## src/rtl/spi_sd_pkg.sv

```systemverilog
// Shared types and defaults for the SPI SD-card router.
// Holds the router FSM state enum and the default activity timeout.
package spi_sd_pkg;

    typedef enum logic [1:0] {
        IDLE   = 2'd0,
        BUSY   = 2'd1,
        SWITCH = 2'd2
    } spi_state_e;

    localparam int SPI_TIMEOUT_DFLT = 1000000;
    localparam int SPI_MAX_TGT      = 8;

endpackage

```

## src/rtl/spi_act_timer.sv

```systemverilog
// SPI activity timer: counts clk cycles since the last change on MOSI/MISO.
// Ports: clk_sys, rst_n, mosi_i, miso_i (lines watched), act_o (activity).
module spi_act_timer
    import spi_sd_pkg::*;
#(
    parameter int TIMEOUT = SPI_TIMEOUT_DFLT
) (
    input  logic clk_sys,
    input  logic rst_n,
    input  logic mosi_i,
    input  logic miso_i,
    output logic act_o
);

    localparam int CW = $clog2(TIMEOUT + 1);
    localparam logic [CW-1:0] CMAX = CW'(TIMEOUT);

    logic [CW-1:0] cnt_q, cnt_d;
    logic          mosi_q, miso_q;

    // Any edge on either data line restarts the quiet-time count;
    // otherwise count up and park at TIMEOUT.
    always_comb begin
        cnt_d = cnt_q;
        if ((mosi_i != mosi_q) || (miso_i != miso_q)) begin
            cnt_d = '0;
        end else if (cnt_q < CMAX) begin
            cnt_d = cnt_q + 1'b1;
        end
    end

    always_ff @(posedge clk_sys or negedge rst_n) begin
        if (!rst_n) begin
            cnt_q  <= CMAX;
            mosi_q <= 1'b0;
            miso_q <= 1'b0;
        end else begin
            cnt_q  <= cnt_d;
            mosi_q <= mosi_i;
            miso_q <= miso_i;
        end
    end

    assign act_o = (cnt_q < CMAX);

endmodule

```

## src/rtl/spi_sd_router.sv

```systemverilog
// Routes one SPI master to the physical SD card (target 0) or to the lowest
// mounted virtual image card; retargets only between transactions.
// Ports: clk_sys, rst_n; master m_sck/m_mosi/m_ss in, m_miso out;
// per-target t_sck/t_mosi/t_ss out, t_miso in; img_mounted/img_nz mount
// strobes; sel (routed target), act (activity).
// Optional macro SPI_SD_ROUTER_ACT_EN enables the activity timer; without
// it act is tied low.
module spi_sd_router
    import spi_sd_pkg::*;
#(
    parameter int NUM_TGT = 2,
    parameter int TIMEOUT = SPI_TIMEOUT_DFLT
) (
    input  logic                       clk_sys,
    input  logic                       rst_n,
    input  logic                       m_sck,
    input  logic                       m_mosi,
    input  logic                       m_ss,
    output logic                       m_miso,
    output logic [NUM_TGT-1:0]         t_sck,
    output logic [NUM_TGT-1:0]         t_mosi,
    output logic [NUM_TGT-1:0]         t_ss,
    input  logic [NUM_TGT-1:0]         t_miso,
    input  logic [NUM_TGT-1:0]         img_mounted,
    input  logic [NUM_TGT-1:0]         img_nz,
    output logic [$clog2(NUM_TGT)-1:0] sel,
    output logic                       act
);

    localparam int SW = $clog2(NUM_TGT);

    spi_state_e           state_q;
    logic [SW-1:0]        sel_q;
    logic [NUM_TGT-1:1]   mounted_q;
    logic [SW-1:0]        pend;

    // Target 0 is the physical card and cannot be (un)mounted.
    logic unused_tgt0;
    assign unused_tgt0 = ^{img_mounted[0], img_nz[0]};

    // Lowest mounted image wins; fall back to the physical card.
    always_comb begin
        pend = '0;
        for (int i = NUM_TGT - 1; i >= 1; i--) begin
            if (mounted_q[i]) begin
                pend = SW'(i);
            end
        end
    end

    // A falling m_ss in IDLE always wins over a pending retarget, so a
    // transaction never sees its target change underneath it.
    always_ff @(posedge clk_sys or negedge rst_n) begin
        if (!rst_n) begin
            state_q   <= IDLE;
            sel_q     <= '0;
            mounted_q <= '0;
        end else begin
            for (int i = 1; i < NUM_TGT; i++) begin
                if (img_mounted[i]) begin
                    mounted_q[i] <= img_nz[i];
                end
            end
            unique case (state_q)
                IDLE: begin
                    if (!m_ss) begin
                        state_q <= BUSY;
                    end else if (pend != sel_q) begin
                        state_q <= SWITCH;
                        sel_q   <= pend;
                    end
                end
                BUSY: begin
                    if (m_ss) begin
                        state_q <= IDLE;
                    end
                end
                SWITCH: begin
                    state_q <= m_ss ? IDLE : BUSY;
                end
                default: begin
                    state_q <= IDLE;
                end
            endcase
        end
    end

    // Zero-latency pass-through; everything is parked during SWITCH.
    always_comb begin
        t_ss   = '1;
        t_sck  = '0;
        t_mosi = '0;
        m_miso = 1'b1;
        if (state_q != SWITCH) begin
            t_ss[sel_q]   = m_ss;
            t_sck[sel_q]  = m_sck;
            t_mosi[sel_q] = m_mosi;
            m_miso        = t_miso[sel_q];
        end
    end

    assign sel = sel_q;

`ifdef SPI_SD_ROUTER_ACT_EN
    spi_act_timer #(
        .TIMEOUT (TIMEOUT)
    ) u_act (
        .clk_sys (clk_sys),
        .rst_n   (rst_n),
        .mosi_i  (m_mosi),
        .miso_i  (m_miso),
        .act_o   (act)
    );
`else
    localparam int UNUSED_TIMEOUT = TIMEOUT;
    assign act = 1'b0;
`endif

endmodule
```

## config.mk

```make
export PLATFORM = sky130hd
export DESIGN_NAME = spi_sd_router
export DESIGN_NICKNAME = d
export VERILOG_FILES = /design/src/rtl/spi_sd_pkg.sv /design/src/rtl/spi_act_timer.sv /design/src/rtl/spi_sd_router.sv
export SDC_FILE = /design/constraint.sdc
export NUM_CORES = 1
export LEC_CHECK = 0
export CORE_AREA = 2 2 39 41
export DETAILED_ROUTE_END_ITERATION = 16
export DIE_AREA = 0 0 41 43
export SLEW_MARGIN = 40
export SYNTH_ARGS = -nofsm -noshare
export SYNTH_HDL_FRONTEND = slang
export SYNTH_SLANG_ARGS = --single-unit
```

## constraint.sdc

```tcl
create_clock -name clk_sys -period 2.1 [get_ports clk_sys]
set_clock_uncertainty 0.2 [all_clocks]
set_input_delay 0.21 -clock clk_sys [delete_from_list [all_inputs] [get_ports clk_sys]]
set_output_delay 0.21 -clock clk_sys [all_outputs]
set_load 0.02 [all_outputs]
```

==> impl.org, run 1 <==
** Yosys
- The number of nets in the synthesized netlist is 34.
- FF+latch count, synth :: 4
- For this run, the number of Yosys warnings is 0.
- Summing the areas of all xor and xnor instances in the mapped netlist gives 3.48% of the synthesized area.
- Synthesis produced a netlist whose cell count is 23.
- Adder-cell share of the synthesized area :: 0%
- Synthesized-area fraction occupied by and/or/nand/nor cells :: between 30% and 40%
- Of the post-synthesis cell area, the part taken by muxes is 14.4%.
- The synthesized design devotes to its leading area cell type 39.8% of total area.
- Syn Std Cell Area :: 251 um^2
- Synth area leaders :: dfrtp_1, mux2_4, nor3b_1
- Summing the areas of all compound-gate instances in the mapped netlist gives under 10% of the synthesized area.
- After synthesis, the largest family of logic cells by area is simple AND/OR/NAND/NOR gates.
- After synthesis, the netlist uses 18 different library cells.
- Summed over all instances, the cell type with the most area after synthesis is dfrtp_1.
- Post-synthesis sequential area ratio :: 39.8%
- Average size of a mapped cell :: 10.9 um^2

** Placement
- The congestion estimate from routability-driven global placement came to about 0.58.
- Input and output buffers added on the ports amount to 16.
- Before CTS, the worst setup slack after placement is approximately 0.14 ns.
- Counting tap cells, the placed design contains a total of 53 instances.
- Summing all placed instances gives a cell area of 413 um^2.

** CTS
- The cell sitting at the root of the clock tree is a clkbuf_4.
- Later-pin clock latency in the skew report :: 0.23 ns
- Clock tree from TritonCTS :: built
- CTS HTree Levels :: 1
- The longest clock path from root to sink contains 2 buffers.
- Clock-pin slew was measured on the worst setup and hold paths at 0.04 ns.
- Number of clock sinks :: 4
- Post-CTS setup-driven buffer insertion count :: 0
- In this run, CTS created clock tree buffers numbering 3.

** Global routing
- Across every metal layer, demand over resource in global routing totals 7.37%.
- Via count of the first global-routing pass :: slightly above 200
- The initial antenna violation count came to 0.
- After global routing the overflow that remains totals 0.
- The first global-routing pass estimated a little under 800 um of wire.
- Entering global routing, the biggest net connects 11 pins.

** Die
- The die covers 1760 um^2.
- Ports placed on the boundary :: 20
- The floorplan step set the die width to 41 um.
- Floorplan row count :: 14
- Measured along the y axis, the die boundary spans roughly 43 um.
- Effective utilization at floorplan :: between 10% and 20%
- Core area :: 1380 um^2

** Run
- The tool flagged a number of max-cap violations equal to 0.

** Final layout
- The repair_antennas step left the layout with diodes totalling 0.
- The area growth from synthesis to layout is 79.6%.
- After routing the design area is 452 um^2.
- Fill cell instance count of the final layout :: 148
- Number of nets in the layout :: 54
- The post-route netlist has 19.5% of its cells at a drive strength greater than 1.
- After the flow finishes, the layout carries non-filler instances totaling 57.

** Critical path
- Critical path peak fanout :: 4
- In this design, the largest share of critical-path delay is due to buffers and inverters.
- Data on the critical path arrives at its endpoint at 1.61 ns.
- Nature of the critical path endpoint :: primary output
- Critical path class :: flop to primary output
- The signal on the critical path passes through nor2b_2 -> nor3b_1 -> clkdlybuf4s50_1.
- Critical path's largest stage delay :: 0.64 ns
- Startpoint types :: flop
- The critical path crosses 3 cells after its start point.
- Measured in cells, the most critical reg-to-reg path has a length of 2.
- Critical Path Slowest Stage Cell :: clkdlybuf4s50_1
- Together, buffers and inverters on the worst path number 1.
- At the worst endpoint, the required time is 1.69 ns.

** Drt
- For this run, the detailed router's first-pass iteration total came to 2.
- Vias per Instance :: ~3.8
- Number of DRC markers in iteration 0 :: 4
- The count of nets left with antenna violations once routing finished came out at 0.
- Sum of routed wire length over all layers :: about 520 um
- Drt wl/cell :: just over 9 um
- In the routed design, unresolved DRC markers number 0.
- DR vias :: roughly 220

** Power and ir drop
- The worst-case IR drop observed on VDD is between 0.2 and 0.3 mV.
- The design draws 0.377 mW.
- For this design the ratio of total power to cell area is 834 nW/um^2.
- Leak pwr :: 0.205 nW

** Min path
- Along the worst hold path, the cell count comes to 1.
- The min-delay analysis places its worst path in the category flop to flop.

** STA
- Number of max-slew violations in the final report :: 0
- In the post-route analysis, the smallest setup slack over all paths is 0.0831 ns.
- Final Hold Fails :: 0
- Summed over all failing endpoints, the final setup total negative slack is 0 ns.
- Setup repair after global routing missed its margin :: false
- Static timing analysis puts the maximum clock frequency at 496 MHz.
- Final count of negative-setup-slack endpoints :: 0
- Counting I/O delays and the setup requirement, the final critical path takes 2.02 ns.
- In the finished design, the share of the clock period the worst path needs comes to 96.0%.

** Outcome
- The flow ran to the end, and the final reports show no timing, DRC or antenna violations.
## sequential cells by signal, indices dropped and copies added (netlist names)
register and count:
mounted_q 1, sel 1, state_q 2
## cell usage in the layout, fill, tap and decap left out, types with 2 or more instances in the layout
cell	Yosys	layout
clkbuf_4	0	3
and3_1	2	2
dfrtp_1	4	3
clkdlybuf4s50_1	0	14
nor3b_1	2	2
dlymetal6s2s_1	0	2
## where the power goes
part,total (mW),switching (mW),internal (mW)
Sequential,0.113,0.0221,0.0906
Combinational,0.167,0.0708,0.0958
Clock,0.0972,0.0332,0.0641
## stage by stage
stage	util, %	hold WS [ns]
after floorplan	-	-0.286
after global placement	29.8	0.226
after detailed placement	29.8	0.225
after CTS	32.2	0.310
after global routing	32.6	0.348
final	32.6	0.304
## worst reg2reg max path: cells and delay by family (launching register included)
kind             cells  cell delay (ns)
multiplexers         1             0.32
flip-flops           1             0.40
AND/OR/NAND/NOR      1             0.26
## cell usage after synthesis
| cell | number |
|---|---|
| nand2_1 | 1 |
| nand2b_1 | 1 |
| xor2_1 | 1 |
| nor3b_1 | 2 |
| nor2b_2 | 1 |
| dfrtp_1 | 4 |
| buf_4 | 1 |
| and3_1 | 2 |
| nor3b_2 | 1 |
| mux2i_1 | 1 |
| a21oi_1 | 1 |
| mux2_2 | 1 |
| mux2_4 | 1 |
| conb_1 | 1 |
| buf_6 | 1 |
| nand3b_1 | 1 |
| or3_1 | 1 |
| and2_1 | 1 |
## repair_timing
item | CTS | global route
endpoints found under the setup margin | 0 | 2
endpoints found under the hold margin | 4 | 0
gates resized for setup | 0 | 3
hold buffers | 1 | 0
## metal layers
metal	track usage (%)	vias up	wire, um
met4	8.00	0	0
met1	6.54	100	230
met2	10.0	5	258
li1	-	114	-
met3	4.71	0	30
met5	0	-	0
## final timing paths
| path | start | to | slack, ns |
|---|---|---|---|
| max | state_q[1] | t_mosi[0] | 0.08 |
| min | state_q[1] | state_q[0] | 0.30 |
| max reg2reg | state_q[0] | sel | 0.81 |
| min reg2reg | state_q[1] | state_q[0] | 0.30 |
| max in group asynchronous | rst_n | sel | 1.01 |
| min in group asynchronous | rst_n | mounted_q | 0.51 |
## logic make-up (layout without fill, tap and decap cells)
kind of cell    count (synthesis)  count (layout)
compound gates                  1               1
xor+xnor                        1               1
buf+inv                         2              20
flops                           4               4
mux                             3               3
other cells                     1               1
simple gates                   11              11
## layout make-up
type | instances | area, um^2 | area share [%]
clock buffers | 3 | 22.5 | 4.99
multi-input cells | 17 | 133 | 29.4
flip-flops and latches | 4 | 101 | 22.4
well taps | 16 | 20.0 | 4.43
repair buffers | 17 | 175 | 38.8
Note: power is estimated with default switching activity, not from simulation.
==> run 2, diff against run 1 <==
--- a/config.mk
+++ b/config.mk
@@ -6,8 +6,11 @@
 export NUM_CORES = 1
 export LEC_CHECK = 0
 export CORE_AREA = 2 2 39 41
+export CTS_BUF_LIST = sky130_fd_sc_hd__clkbuf_8
+export CTS_CLUSTER_SIZE = 14
 export DETAILED_ROUTE_END_ITERATION = 16
 export DIE_AREA = 0 0 41 43
+export PLACE_DENSITY = 0.54
 export SLEW_MARGIN = 40
 export SYNTH_ARGS = -nofsm -noshare
 export SYNTH_HDL_FRONTEND = slang
==> impl.org, run 2 (synthesis results as in run 1) <==
** Final layout
- The commonest non-fill, non-tap cell in the layout is clkdlybuf4s50_1 (unchanged).
- The synthesis-to-layout area growth was 81.6% (was 79.6%).
- The net count of the finished layout was 53 (was 54).
- Fill cell instance count of the final layout :: 153 (was 148)
- Register bank with the most flops :: state_q (unchanged)
- Leading cell types in the layout, fill and taps excluded :: clkdlybuf4s50_1, dfrtp_1, clkbuf_8, nor3b_1, and3_1 (was clkdlybuf4s50_1, clkbuf_4, dfrtp_1)
- The number of antenna repair diodes is 0 (unchanged).
- Max FFs per register :: 2 (unchanged)
- The fraction of layout cells with a size suffix above 1 came to 17.5% (was 19.5%).
- The final standard cell count with taps included and fillers excluded is 56 (was 57).

** CTS
- The clock sink count came to 4 (unchanged).
- The number of hold buffers added after cts is 0 (was 1).
- CTS HTree Levels :: 1 (unchanged)
- Number of CTS-inserted buffers :: 3 (unchanged)
- Clock transition time at the flip-flop clock pins of the worst setup and hold paths :: 0.03 ns (was 0.04 ns)
- Clock tree from TritonCTS :: built (unchanged)
- The total setup buffers inserted after CTS is 0 (unchanged).
- The worst-case clock buffer depth is 2 (unchanged).
- The root cell of the clock tree is clkbuf_8 (was clkbuf_4).
- Later-pin clock latency in the skew report :: 0.21 ns (was 0.23 ns)
- Resized Gates After CTS :: 0 (unchanged)

** STA
- The final critical path time including I/O delays and setup came to 2.00 ns (was 2.02 ns).
- Ratio of final minimum period to clock period :: 95.3% (was 96.0%)
- Setup repair after global routing missed its margin: false (unchanged).
- The summed negative setup slack over all endpoints is 0 ns (unchanged).
- The worst setup margin came to 0.0981 ns (was 0.0831 ns).
- The number of endpoints failing setup at the final stage came to 0 (unchanged).
- The total count of hold-check failures in the final report is 0 (unchanged).
- Worst hold slack :: 0.00621 ns (was 0.304 ns)
- Number of max-slew violations in the final report :: 0 (unchanged)
- The top achievable clock speed was 500 MHz (was 496 MHz).

** Die
- The area of the die is 1760 um^2 (unchanged).
- Die W :: 41 um (unchanged)
- The die span in y came to 43 um (unchanged).
- The number of cell rows is 14 (unchanged).
- Ports placed on the boundary :: 20 (unchanged)
- Core area :: 1380 um^2 (unchanged)
- The starting utilization of the core area was 18.2% (unchanged).

** Critical path
- Kind of cell adding the most delay to the critical path :: buffers and inverters (unchanged)
- Critical-path cell list :: nor2b_2 -> nor3b_1 -> clkdlybuf4s50_1 (unchanged)
- The data required time of the worst path is 1.69 ns (about the same).
- The kind of start point of the critical path is a flop (unchanged).
- The setup slack of the worst register-to-register path is 0.81 ns (about the same).
- The maximum cell stage delay along the critical path was 0.63 ns (was 0.64 ns).
- Critical Path Slowest Stage Cell :: clkdlybuf4s50_1 (unchanged)
- The count of buffer and inverter cells on the critical path is 1 (unchanged).
- The largest driver fanout on the critical path came to 4 (unchanged).
- The kind of critical path is flop to primary output (unchanged).
- The data arrival time at the worst-slack endpoint is 1.59 ns (was 1.61 ns).
- The endpoint class of the critical path was a primary output (unchanged).

** Outcome
- Outcome :: finished clean (unchanged)

** Placement
- The total of buffers placed on input and output ports came to 16 (unchanged).
- The placed cell count was 53 (unchanged).
- Pre-CTS worst setup slack :: 0.132 ns (was 0.139 ns)
- The weighted congestion at the end of routability-driven global placement is 0.558 (was 0.584).

** Drt
- Sum of routed wire length over all layers :: 534 um (was 519 um)
- The detailed-routing iteration count for the pre-antenna-repair pass was 2 (unchanged).
- The post-detailed-route via-to-cell ratio was 4.13 (was 3.84).
- Remaining design rule violation count :: 0 (unchanged)
- Drt wl/cell :: 9.54 um (was 9.11 um)
- DR vias :: 231 (was 219)
- The remaining antenna violation count after routing is 0 (unchanged).
- The number of DRC violations after detailed-routing iteration 0 was 1 (was 4).

** Power and ir drop
- Leak pwr :: 0.195 nW (was 0.205 nW)
- The total power is 0.434 mW (was 0.377 mW).
- Worst-case vdd ir drop :: 0.341 mV (was 0.255 mV)
- Cell Pwr Density :: 950 nW/um^2 (was 834 nW/um^2)

** Global routing
- The maximum number of pins on one net before global-route repair was 11 (unchanged).
- Wire length of the first global-routing pass :: 738 um (was 779 um)
- The overflow left after global routing is 0 (unchanged).
- The number of global-route vias before repair was 204 (was 202).
- The overall routing resource usage was 6.75% (was 7.37%).
- The initial antenna violation count is 0 (unchanged).

** Run
- The max-capacitance violation count is 0 (unchanged).

** Min path
- Min-delay worst type :: primary input to async pin (was flop to flop)
-- run 2: cell types whose count changed in the layout (fill, tap and decap cells not counted) --
cell             previous run  this run
clkbuf_8                    0         3
dlygate4sd3_1               1         0
clkbuf_4                    3         0
clkdlybuf4s50_1            14        15
dlymetal6s2s_1              2         1
dfrtp_2                     1         0
dfrtp_1                     3         4
-- run 2: power by group --
part	internal [mW]	switching [mW]
Sequential	0.0895	0.0221
Clock	0.122	0.0351
Combinational	0.0952	0.0702
Total	0.307	0.127
-- run 2: path summary, 6_finish.rpt --
check                                start          to  depth (start not counted)
max in group asynchronous            rst_n         sel                          1
min in group clk_sys            state_q[1]  state_q[0]                          1
worst max-delay path            state_q[1]    t_sck[0]                          3
worst min-delay path                 rst_n  state_q[1]                          1
worst min register to register  state_q[1]  state_q[0]                          1
worst max register to register  state_q[0]         sel                          2
-- run 2: stage by stage --
step | instance area, um^2 | utilization [%]
2_1_floorplan | 251 | -
3_3_place_gp | 413 | 29.8
3_5_place_dp | 413 | 29.8
4_1_cts | 454 | 32.8
5_1_grt | 457 | 33.0
6_report | 457 | 33.0
-- run 2: area by class of cell --
cell class	count	area [um^2]	share of cell area [%]
Multi-Input combinational cell	17	133	29.0
Timing Repair Buffer	16	163	35.6
Sequential cell	4	100	21.9
Tap cell	16	20.0	4.38
Clock buffer	3	41.3	9.04
-- run 2: worst reg2reg max path: cells and delay by family, from the launching register on --
kind / cells / cell delay (ns)
and+or+nand+nor: 1 / 0.25
DFF: 1 / 0.40
muxes: 1 / 0.32
-- run 2: layer usage --
metal | wire, um | part of all wire, % | vias up | GRT usage (%)
li1 | - | - | 113 | -
met1 | 196 | 37 | 101 | 6.19
met3 | 98 | 18 | 0 | 2.09
met2 | 239 | 45 | 17 | 10.0
met5 | 0 | 0 | - | 0
met4 | 0 | 0 | 0 | 8.00
==> run 3, diff against run 2 <==
--- a/config.mk
+++ b/config.mk
@@ -5,13 +5,14 @@
 export SDC_FILE = /design/constraint.sdc
 export NUM_CORES = 1
 export LEC_CHECK = 0
+export CAP_MARGIN = 15
 export CORE_AREA = 2 2 39 41
 export CTS_BUF_LIST = sky130_fd_sc_hd__clkbuf_8
 export CTS_CLUSTER_SIZE = 14
 export DETAILED_ROUTE_END_ITERATION = 16
 export DIE_AREA = 0 0 41 43
 export PLACE_DENSITY = 0.54
-export SLEW_MARGIN = 40
+export SLEW_MARGIN = 20
 export SYNTH_ARGS = -nofsm -noshare
 export SYNTH_HDL_FRONTEND = slang
 export SYNTH_SLANG_ARGS = --single-unit
==> results of run 3 <==
The final DEF is identical to that of run 2; final timing and power are the same.
